### src/rtl/color_pkg.sv
// ---------------------------------------------------------------------------
// color_pkg
// Shared types for the colour-match scheduler: RGB/HSV widths, the scheduler
// FSM state encoding and the packed HSV triple stored in the reference bank.
// ---------------------------------------------------------------------------
package color_pkg;

   localparam int HSV_W = 9;
   localparam int RGB_W = 8;

   typedef enum logic [2:0] {
      IDLE  = 3'd0,
      CONV  = 3'd1,
      STORE = 3'd2,
      CMP   = 3'd3,
      DONE  = 3'd4
   } sched_state_t;

   typedef struct packed {
      logic [HSV_W-1:0] h;
      logic [HSV_W-1:0] s;
      logic [HSV_W-1:0] v;
   } hsv_t;

endpackage

### src/rtl/color_match_sched_ref_bank.sv
// ---------------------------------------------------------------------------
// ref_bank
// NUM_REF x 27-bit register file holding the taught reference colours.
//   clk, rst       : clock, synchronous active-high clear of data and valids
//   we_i           : write strobe; stores wr_data_i and marks slot valid
//   wr_idx_i       : slot written
//   wr_data_i      : HSV value written
//   rd_idx_i       : slot read (combinational)
//   rd_data_o      : HSV value of slot rd_idx_i
//   valid_o        : per-slot "taught" bits
// ---------------------------------------------------------------------------
module ref_bank
   import color_pkg::*;
#(
   parameter int NUM_REF = 4,
   parameter int IDX_W   = 2
) (
   input  logic               clk,
   input  logic               rst,
   input  logic               we_i,
   input  logic [IDX_W-1:0]   wr_idx_i,
   input  hsv_t               wr_data_i,
   input  logic [IDX_W-1:0]   rd_idx_i,
   output hsv_t               rd_data_o,
   output logic [NUM_REF-1:0] valid_o
);

   hsv_t               bank_q [NUM_REF];
   logic [NUM_REF-1:0] valid_q;

   // NOTE: the bank is small and must read as zero after reset (cmp_ref_*
   // shows bank contents), so it is built from resettable flops rather than
   // a RAM macro; large arrays would normally be left unreset.
   always_ff @(posedge clk) begin
      if (rst) begin
         for (int i = 0; i < NUM_REF; i++) begin
            bank_q[i] <= '0;
         end
         valid_q <= '0;
      end else if (we_i) begin
         bank_q[wr_idx_i]  <= wr_data_i;
         valid_q[wr_idx_i] <= 1'b1;
      end
   end

   assign rd_data_o = bank_q[rd_idx_i];
   assign valid_o   = valid_q;

endmodule

### src/rtl/color_match_sched.sv
// ---------------------------------------------------------------------------
// color_match_sched
// Time-multiplexes one rgb_hsv converter and one HSV comparator over a bank
// of taught reference colours. A sample is either taught into a slot or
// matched against every valid slot; the lowest matching slot is reported.
//   clk, rst                 : clock, synchronous active-high reset
//   s_valid / s_ready        : sample handshake (ready only when idle)
//   s_r, s_g, s_b            : sample RGB
//   s_teach, s_idx           : 1 = store into slot s_idx, 0 = match
//   conv_r/g/b               : shared converter inputs (hold last sample)
//   conv_h/s/v               : shared converter outputs
//   cmp_live_h/s/v           : comparator hsv1 (converted sample)
//   cmp_ref_h/s/v            : comparator hsv2 (reference slot)
//   cmp_similar              : comparator result
//   ref_valid                : per-slot taught bits
//   match_valid/hit/idx      : one-cycle result strobe, hit flag, lowest slot
//   teach_done               : one-cycle strobe when a slot write completes
// ---------------------------------------------------------------------------
module color_match_sched
   import color_pkg::*;
#(
   parameter int NUM_REF  = 4,
   parameter int IDX_W    = 2,
   parameter int CONV_LAT = 3,
   parameter int CMP_LAT  = 1
) (
   input  logic               clk,
   input  logic               rst,
   input  logic               s_valid,
   output logic               s_ready,
   input  logic [RGB_W-1:0]   s_r,
   input  logic [RGB_W-1:0]   s_g,
   input  logic [RGB_W-1:0]   s_b,
   input  logic               s_teach,
   input  logic [IDX_W-1:0]   s_idx,
   output logic [RGB_W-1:0]   conv_r,
   output logic [RGB_W-1:0]   conv_g,
   output logic [RGB_W-1:0]   conv_b,
   input  logic [HSV_W-1:0]   conv_h,
   input  logic [HSV_W-1:0]   conv_s,
   input  logic [HSV_W-1:0]   conv_v,
   output logic [HSV_W-1:0]   cmp_live_h,
   output logic [HSV_W-1:0]   cmp_live_s,
   output logic [HSV_W-1:0]   cmp_live_v,
   output logic [HSV_W-1:0]   cmp_ref_h,
   output logic [HSV_W-1:0]   cmp_ref_s,
   output logic [HSV_W-1:0]   cmp_ref_v,
   input  logic               cmp_similar,
   output logic [NUM_REF-1:0] ref_valid,
   output logic               match_valid,
   output logic               match_hit,
   output logic [IDX_W-1:0]   match_idx,
   output logic               teach_done
);

   localparam logic [3:0]       CONV_LOAD = 4'(CONV_LAT - 1);
   localparam logic [2:0]       CMP_LOAD  = 3'(CMP_LAT);
   localparam logic [IDX_W-1:0] LAST_PTR  = IDX_W'(NUM_REF - 1);

   sched_state_t     state_q,    state_d;
   logic [3:0]       conv_cnt_q, conv_cnt_d;
   logic [2:0]       cmp_cnt_q,  cmp_cnt_d;
   logic [IDX_W-1:0] ref_ptr_q,  ref_ptr_d;
   logic             teach_q,    teach_d;
   logic [IDX_W-1:0] idx_q,      idx_d;
   logic [RGB_W-1:0] rgb_r_q,    rgb_r_d;
   logic [RGB_W-1:0] rgb_g_q,    rgb_g_d;
   logic [RGB_W-1:0] rgb_b_q,    rgb_b_d;
   hsv_t             live_q,     live_d;
   hsv_t             ref_hold_q, ref_hold_d;
   logic             hit_q,      hit_d;
   logic [IDX_W-1:0] hit_idx_q,  hit_idx_d;

   logic             bank_we;
   hsv_t             bank_rd;
   logic             slot_valid;
   hsv_t             ref_out;

   ref_bank #(
      .NUM_REF (NUM_REF),
      .IDX_W   (IDX_W)
   ) u_ref_bank (
      .clk       (clk),
      .rst       (rst),
      .we_i      (bank_we),
      .wr_idx_i  (idx_q),
      .wr_data_i (live_q),
      .rd_idx_i  (ref_ptr_q),
      .rd_data_o (bank_rd),
      .valid_o   (ref_valid)
   );

   assign slot_valid = ref_valid[ref_ptr_q];

   // NOTE: every signal written here gets its default first, so no path
   // through the case statement can leave one unassigned and infer a latch.
   always_comb begin
      state_d     = state_q;
      conv_cnt_d  = conv_cnt_q;
      cmp_cnt_d   = cmp_cnt_q;
      ref_ptr_d   = ref_ptr_q;
      teach_d     = teach_q;
      idx_d       = idx_q;
      rgb_r_d     = rgb_r_q;
      rgb_g_d     = rgb_g_q;
      rgb_b_d     = rgb_b_q;
      live_d      = live_q;
      ref_hold_d  = ref_hold_q;
      hit_d       = hit_q;
      hit_idx_d   = hit_idx_q;
      s_ready     = 1'b0;
      bank_we     = 1'b0;
      teach_done  = 1'b0;
      match_valid = 1'b0;

      unique case (state_q)
         IDLE: begin
            s_ready = 1'b1;
            if (s_valid) begin
               rgb_r_d    = s_r;
               rgb_g_d    = s_g;
               rgb_b_d    = s_b;
               teach_d    = s_teach;
               idx_d      = s_idx;
               conv_cnt_d = CONV_LOAD;
               // Previous result stays visible until a new match begins.
               if (!s_teach) begin
                  hit_d     = 1'b0;
                  hit_idx_d = '0;
               end
               state_d = CONV;
            end
         end

         CONV: begin
            if (conv_cnt_q == 4'd0) begin
               live_d = '{h: conv_h, s: conv_s, v: conv_v};
               if (teach_q) begin
                  state_d = STORE;
               end else begin
                  ref_ptr_d = '0;
                  cmp_cnt_d = CMP_LOAD;
                  state_d   = CMP;
               end
            end else begin
               conv_cnt_d = conv_cnt_q - 4'd1;
            end
         end

         STORE: begin
            bank_we    = 1'b1;
            teach_done = 1'b1;
            state_d    = IDLE;
         end

         CMP: begin
            ref_hold_d = bank_rd;
            // Invalid slots cost one cycle; valid slots wait for the
            // comparator and are sampled on their last cycle.
            if (!slot_valid || cmp_cnt_q == 3'd0) begin
               if (slot_valid && cmp_similar && !hit_q) begin
                  hit_d     = 1'b1;
                  hit_idx_d = ref_ptr_q;
               end
               if (ref_ptr_q == LAST_PTR) begin
                  state_d = DONE;
               end else begin
                  ref_ptr_d = ref_ptr_q + IDX_W'(1);
                  cmp_cnt_d = CMP_LOAD;
               end
            end else begin
               cmp_cnt_d = cmp_cnt_q - 3'd1;
            end
         end

         DONE: begin
            match_valid = 1'b1;
            state_d     = IDLE;
         end

         default: state_d = IDLE;
      endcase
   end

   // NOTE: state registers use non-blocking assignments so every flop samples
   // the pre-edge values regardless of statement order.
   always_ff @(posedge clk) begin
      if (rst) begin
         state_q    <= IDLE;
         conv_cnt_q <= '0;
         cmp_cnt_q  <= '0;
         ref_ptr_q  <= '0;
         teach_q    <= 1'b0;
         idx_q      <= '0;
         rgb_r_q    <= '0;
         rgb_g_q    <= '0;
         rgb_b_q    <= '0;
         live_q     <= '0;
         ref_hold_q <= '0;
         hit_q      <= 1'b0;
         hit_idx_q  <= '0;
      end else begin
         state_q    <= state_d;
         conv_cnt_q <= conv_cnt_d;
         cmp_cnt_q  <= cmp_cnt_d;
         ref_ptr_q  <= ref_ptr_d;
         teach_q    <= teach_d;
         idx_q      <= idx_d;
         rgb_r_q    <= rgb_r_d;
         rgb_g_q    <= rgb_g_d;
         rgb_b_q    <= rgb_b_d;
         live_q     <= live_d;
         ref_hold_q <= ref_hold_d;
         hit_q      <= hit_d;
         hit_idx_q  <= hit_idx_d;
      end
   end

   // The reference port follows the bank during CMP and otherwise holds the
   // last slot presented, so teaching does not disturb the comparator input.
   assign ref_out = (state_q == CMP) ? bank_rd : ref_hold_q;

   assign conv_r     = rgb_r_q;
   assign conv_g     = rgb_g_q;
   assign conv_b     = rgb_b_q;
   assign cmp_live_h = live_q.h;
   assign cmp_live_s = live_q.s;
   assign cmp_live_v = live_q.v;
   assign cmp_ref_h  = ref_out.h;
   assign cmp_ref_s  = ref_out.s;
   assign cmp_ref_v  = ref_out.v;
   assign match_hit  = hit_q;
   assign match_idx  = hit_idx_q;

endmodule

### config.mk
export PLATFORM = sky130hd
export DESIGN_NAME = color_match_sched
export DESIGN_NICKNAME = d
export VERILOG_FILES = /design/src/rtl/color_pkg.sv /design/src/rtl/color_match_sched_ref_bank.sv /design/src/rtl/color_match_sched.sv
export SDC_FILE = /design/constraint.sdc
export NUM_CORES = 1
export LEC_CHECK = 0
export CORE_MARGIN = 2
export CORE_UTILIZATION = 45
export DETAILED_ROUTE_END_ITERATION = 7
export GPL_TIMING_DRIVEN = 0
export PLACE_DENSITY = 0.7
export SLEW_MARGIN = 20
export SYNTH_ARGS = -nofsm -noshare
export SYNTH_HDL_FRONTEND = slang
export SYNTH_SLANG_ARGS = --single-unit
### constraint.sdc
create_clock -name clk -period 3.6 [get_ports clk]
set_input_delay 0.36 -clock clk [delete_from_list [all_inputs] [get_ports clk]]
set_output_delay 0.36 -clock clk [all_outputs]
set_load 0.01 [all_outputs]
==> reports/metrics.csv <==
stage,metric,value,unit
status,status,"finished, final reports clean",
clock_network,numCtsBuffers,23,
cells_and_area,antenna_cells,0,
logic_synthesis,avgSynthCellArea,11.2,um^2
logic_synthesis,synth_compound_area_share,6.51,%
setup_path,startpoint_type,flip-flop,
cells_and_area,nFillCells,1582,
logic_synthesis,synth_area,8540,um^2
global_routing,grt_pass1_wl,32700,um
clock_network,cts_sinks,210,
detailed_routing,drtAntennaViolNets,0,
floorplan,core_area,18600,um^2
cells_and_area,area_growth,28.5,%
logic_synthesis,syn_inst,760,
clock_network,htree_levels,1,
setup_path,end_kind,primary output,
worst_hold_path,hold_path.class,in -> reg,
logic_synthesis,yosysSeqAreaShare,61.9,%
placement,place_congestion,0.827,
global_routing,antenna_found_initial,0,
clock_network,cts_setup_buffers,0,
logic_synthesis,synth_fa_ha_area_share,0.733,%
timing,finalCriticalPeriod,3.32,ns
floorplan,die_h,142,um
detailed_routing,viasPerCell,5.25,
setup_path,worstPathRequired,3.24,ns
timing,worstMarginPinSlew,0.817,ns
detailed_routing,wl_per_cell,17.9,um
setup_path,worstPathArrival,2.96,ns
logic_synthesis,synth_fp_nets,823,
logic_synthesis,yosys.area_share.simple,20.3,%
timing,hold_violations,0,
global_routing,grt_pass1_vias,6106,
timing,period_share,92.2,%
cells_and_area,multi_input_area,3010,um^2
logic_synthesis,synth_top_family_by_area,simple AND/OR/NAND/NOR gates,
timing,setup_viol,0,
pwr,peakVddDrop,0.325,mV
floorplan,initial_core_util,45.8,%
clock_network,clockRootBuffer,clkbuf_16,
detailed_routing,drc,0,
detailed_routing,drt_wl_total,21100,um
clock_network,ctsHoldBuffers,0,
clock_network,clk_pin_slew_worst_paths,0.06,ns
floorplan,ios,146,
cells_and_area,drive_gt1_share,7.82,%
setup_path,crit_fanout,10,
logic_synthesis,yosysUniqueCellTypes,42,
timing,fin_setup_tns,0,ns
floorplan,die_w,142,um
setup_path,critPathMaxStageDelay,0.56,ns
setup_path,crit_chain,"clkbuf_1, clkbuf_1, mux4_2, nand2_1, nand2_1, clkdlybuf4s50_1",
job,drv_cap,0,
logic_synthesis,synth.area.mux_share,7.39,%
placement,hpwl,14200,um
timing,finalClockSkew,0.0162,ns
clock_network,clockBufferDepth,3,
logic_synthesis,ys_async_sr_fraction,0,%
timing,max_freq,0.301,GHz
pwr,p_leak,4.17,nW
logic_synthesis,synthXorXnorAreaFrac,0.308,%
logic_synthesis,synth_flop_cell,edfxtp_1,
timing,report.final.slew_viol_count,0,
pwr,p_total,5.59,mW
setup_path,slowest_stage,clkbuf_1,
logic_synthesis,yosysWarnings,0,
clock_network,insertion_delay,0.51,ns
timing,relSlewSlack,44.8,%
pwr,p_per_area,510,nW/um^2
floorplan,dieArea,20100,um^2
global_routing,grt_max_degree,28,
clock_network,cts_tree,built,
placement,portBuffers,144,
setup_path,worstSetupPathType,reg -> out,
logic_synthesis,synth_seq_cells,210,
detailed_routing,dr.pass1.iters,5,
logic_synthesis,synth-edff-count,108,
global_routing,overflow,0,
timing,grt_setup_unrepaired,false,
cells_and_area,regArea,5290,um^2
global_routing,grt_usage,20.9,%
cells_and_area,nNetsFinal,992,
detailed_routing,drt_iter0_markers,387,
detailed_routing,vias,6199,
floorplan,rows,50,
==> critical path: cells and delay by family, from the launching register on <==
family,cells,cell delay (ns)
and+or+nand+nor,2,0.21
muxes,1,0.40
DFF,1,0.31
buffers and inverters,3,1.54
==> routing by layer <==
metal	up-vias	wire length (um)	global-route usage [%]
li1	2991	-	-
met1	3016	8890	27.0
met3	33	1130	2.80
met5	-	0	0
met2	159	10700	37.3
met4	0	461	5.47
==> cells in the mapped netlist, drive strengths merged, types with 5 or more instances <==
master / n / area, um^2
buf: 11 / 60.1
a21oi: 88 / 440
clkbuf: 41 / 154
nor3: 7 / 35.0
nor3b: 5 / 42.5
nor2: 6 / 22.5
and3: 28 / 175
ha: 5 / 62.6
edfxtp: 108 / 3240
and2: 81 / 507
mux4: 28 / 631
nand2: 196 / 736
dfxtp: 102 / 2040
inv: 7 / 26.3
==> registers in the layout, summed over array words and instances (netlist names), 4 cells and up, named ones only <==
register and cells:
ref_hold_q 27, u_ref_bank.valid_o 4, conv_cnt_q 4, cmp_live_s 9, conv_g 8, conv_r 8, cmp_live_h 9, cmp_live_v 9
u_ref_bank.bank_q 108, conv_b 8
==> repair_timing <==
action	CTS	global route
endpoints found under the setup margin	0	1
endpoints found under the hold margin	0	0
resized for setup	0	2
==> path summary, 6_finish.rpt <==
path                                            endpoint  cells after the start  startpoint  slack (ns)
worst max-delay path                        cmp_ref_h[1]                      6   flip-flop        0.28
worst min register to register                 conv_b[7]                      2   conv_b[7]        0.45
worst max register to register  u_ref_bank.bank_q[1][24]                      6  state_q[1]        0.85
worst min-delay path                       cmp_live_h[1]                      3   conv_h[1]        0.39
==> layout make-up <==
class,instances,area share [%]
sequential,210,48.2
multi-input combinational,491,27.5
tap,234,2.67
timing repair buffer,144,13.1
clock buffer,28,5.51
clock inverter,14,0.833
inverter,7,0.240
buffer,52,1.96
==> kinds of logic after synthesis <==
logic type,after synthesis
AO/OA/AOI/OAI,103
XOR/XNOR,3
adder cells (fa/ha/maj),5
buffers and inverters,59
flip-flops,210
multiplexers,28
AND/OR/NAND/NOR,352
==> per-stage QoR <==
stage          worst slack, ns  hold WS [ns]  util, %  instances  instance area, um^2
2_1_floorplan             1.54         0.441        -        760                 8540
3_3_place_gp             0.700         0.441     55.1       1138                10300
3_5_place_dp             0.637         0.447     55.1       1138                10300
4_1_cts                  0.204         0.381     58.8       1180                11000
5_1_grt                  0.165         0.404     58.8       1180                11000
6_report                 0.281         0.389     58.8       1180                11000
==> cells in the final DEF, fill, tap and decap left out, drive strengths merged, types with 4 or more instances in the layout <==
master	n
inv	9
clkbuf	69
buf	11
clkinv	11
nor3	7
mux4	28
and2	81
nand4	4
nor3b	5
a21oi	88
and3	28
or2	4
nand2	196
dfxtp	102
nor2	6
edfxtp	108
clkdlybuf4s50	144
ha	5
nand2b	4
nand4bb	4
==> power breakdown <==
part	internal (mW)	switching, mW	total (mW)	leakage (nW)
Combinational	0.299	0.354	0.653	1.89
Clock	1.26	0.944	2.21	0.340
Sequential	2.64	0.0914	2.73	1.94
(Power assumes the default switching activity.)
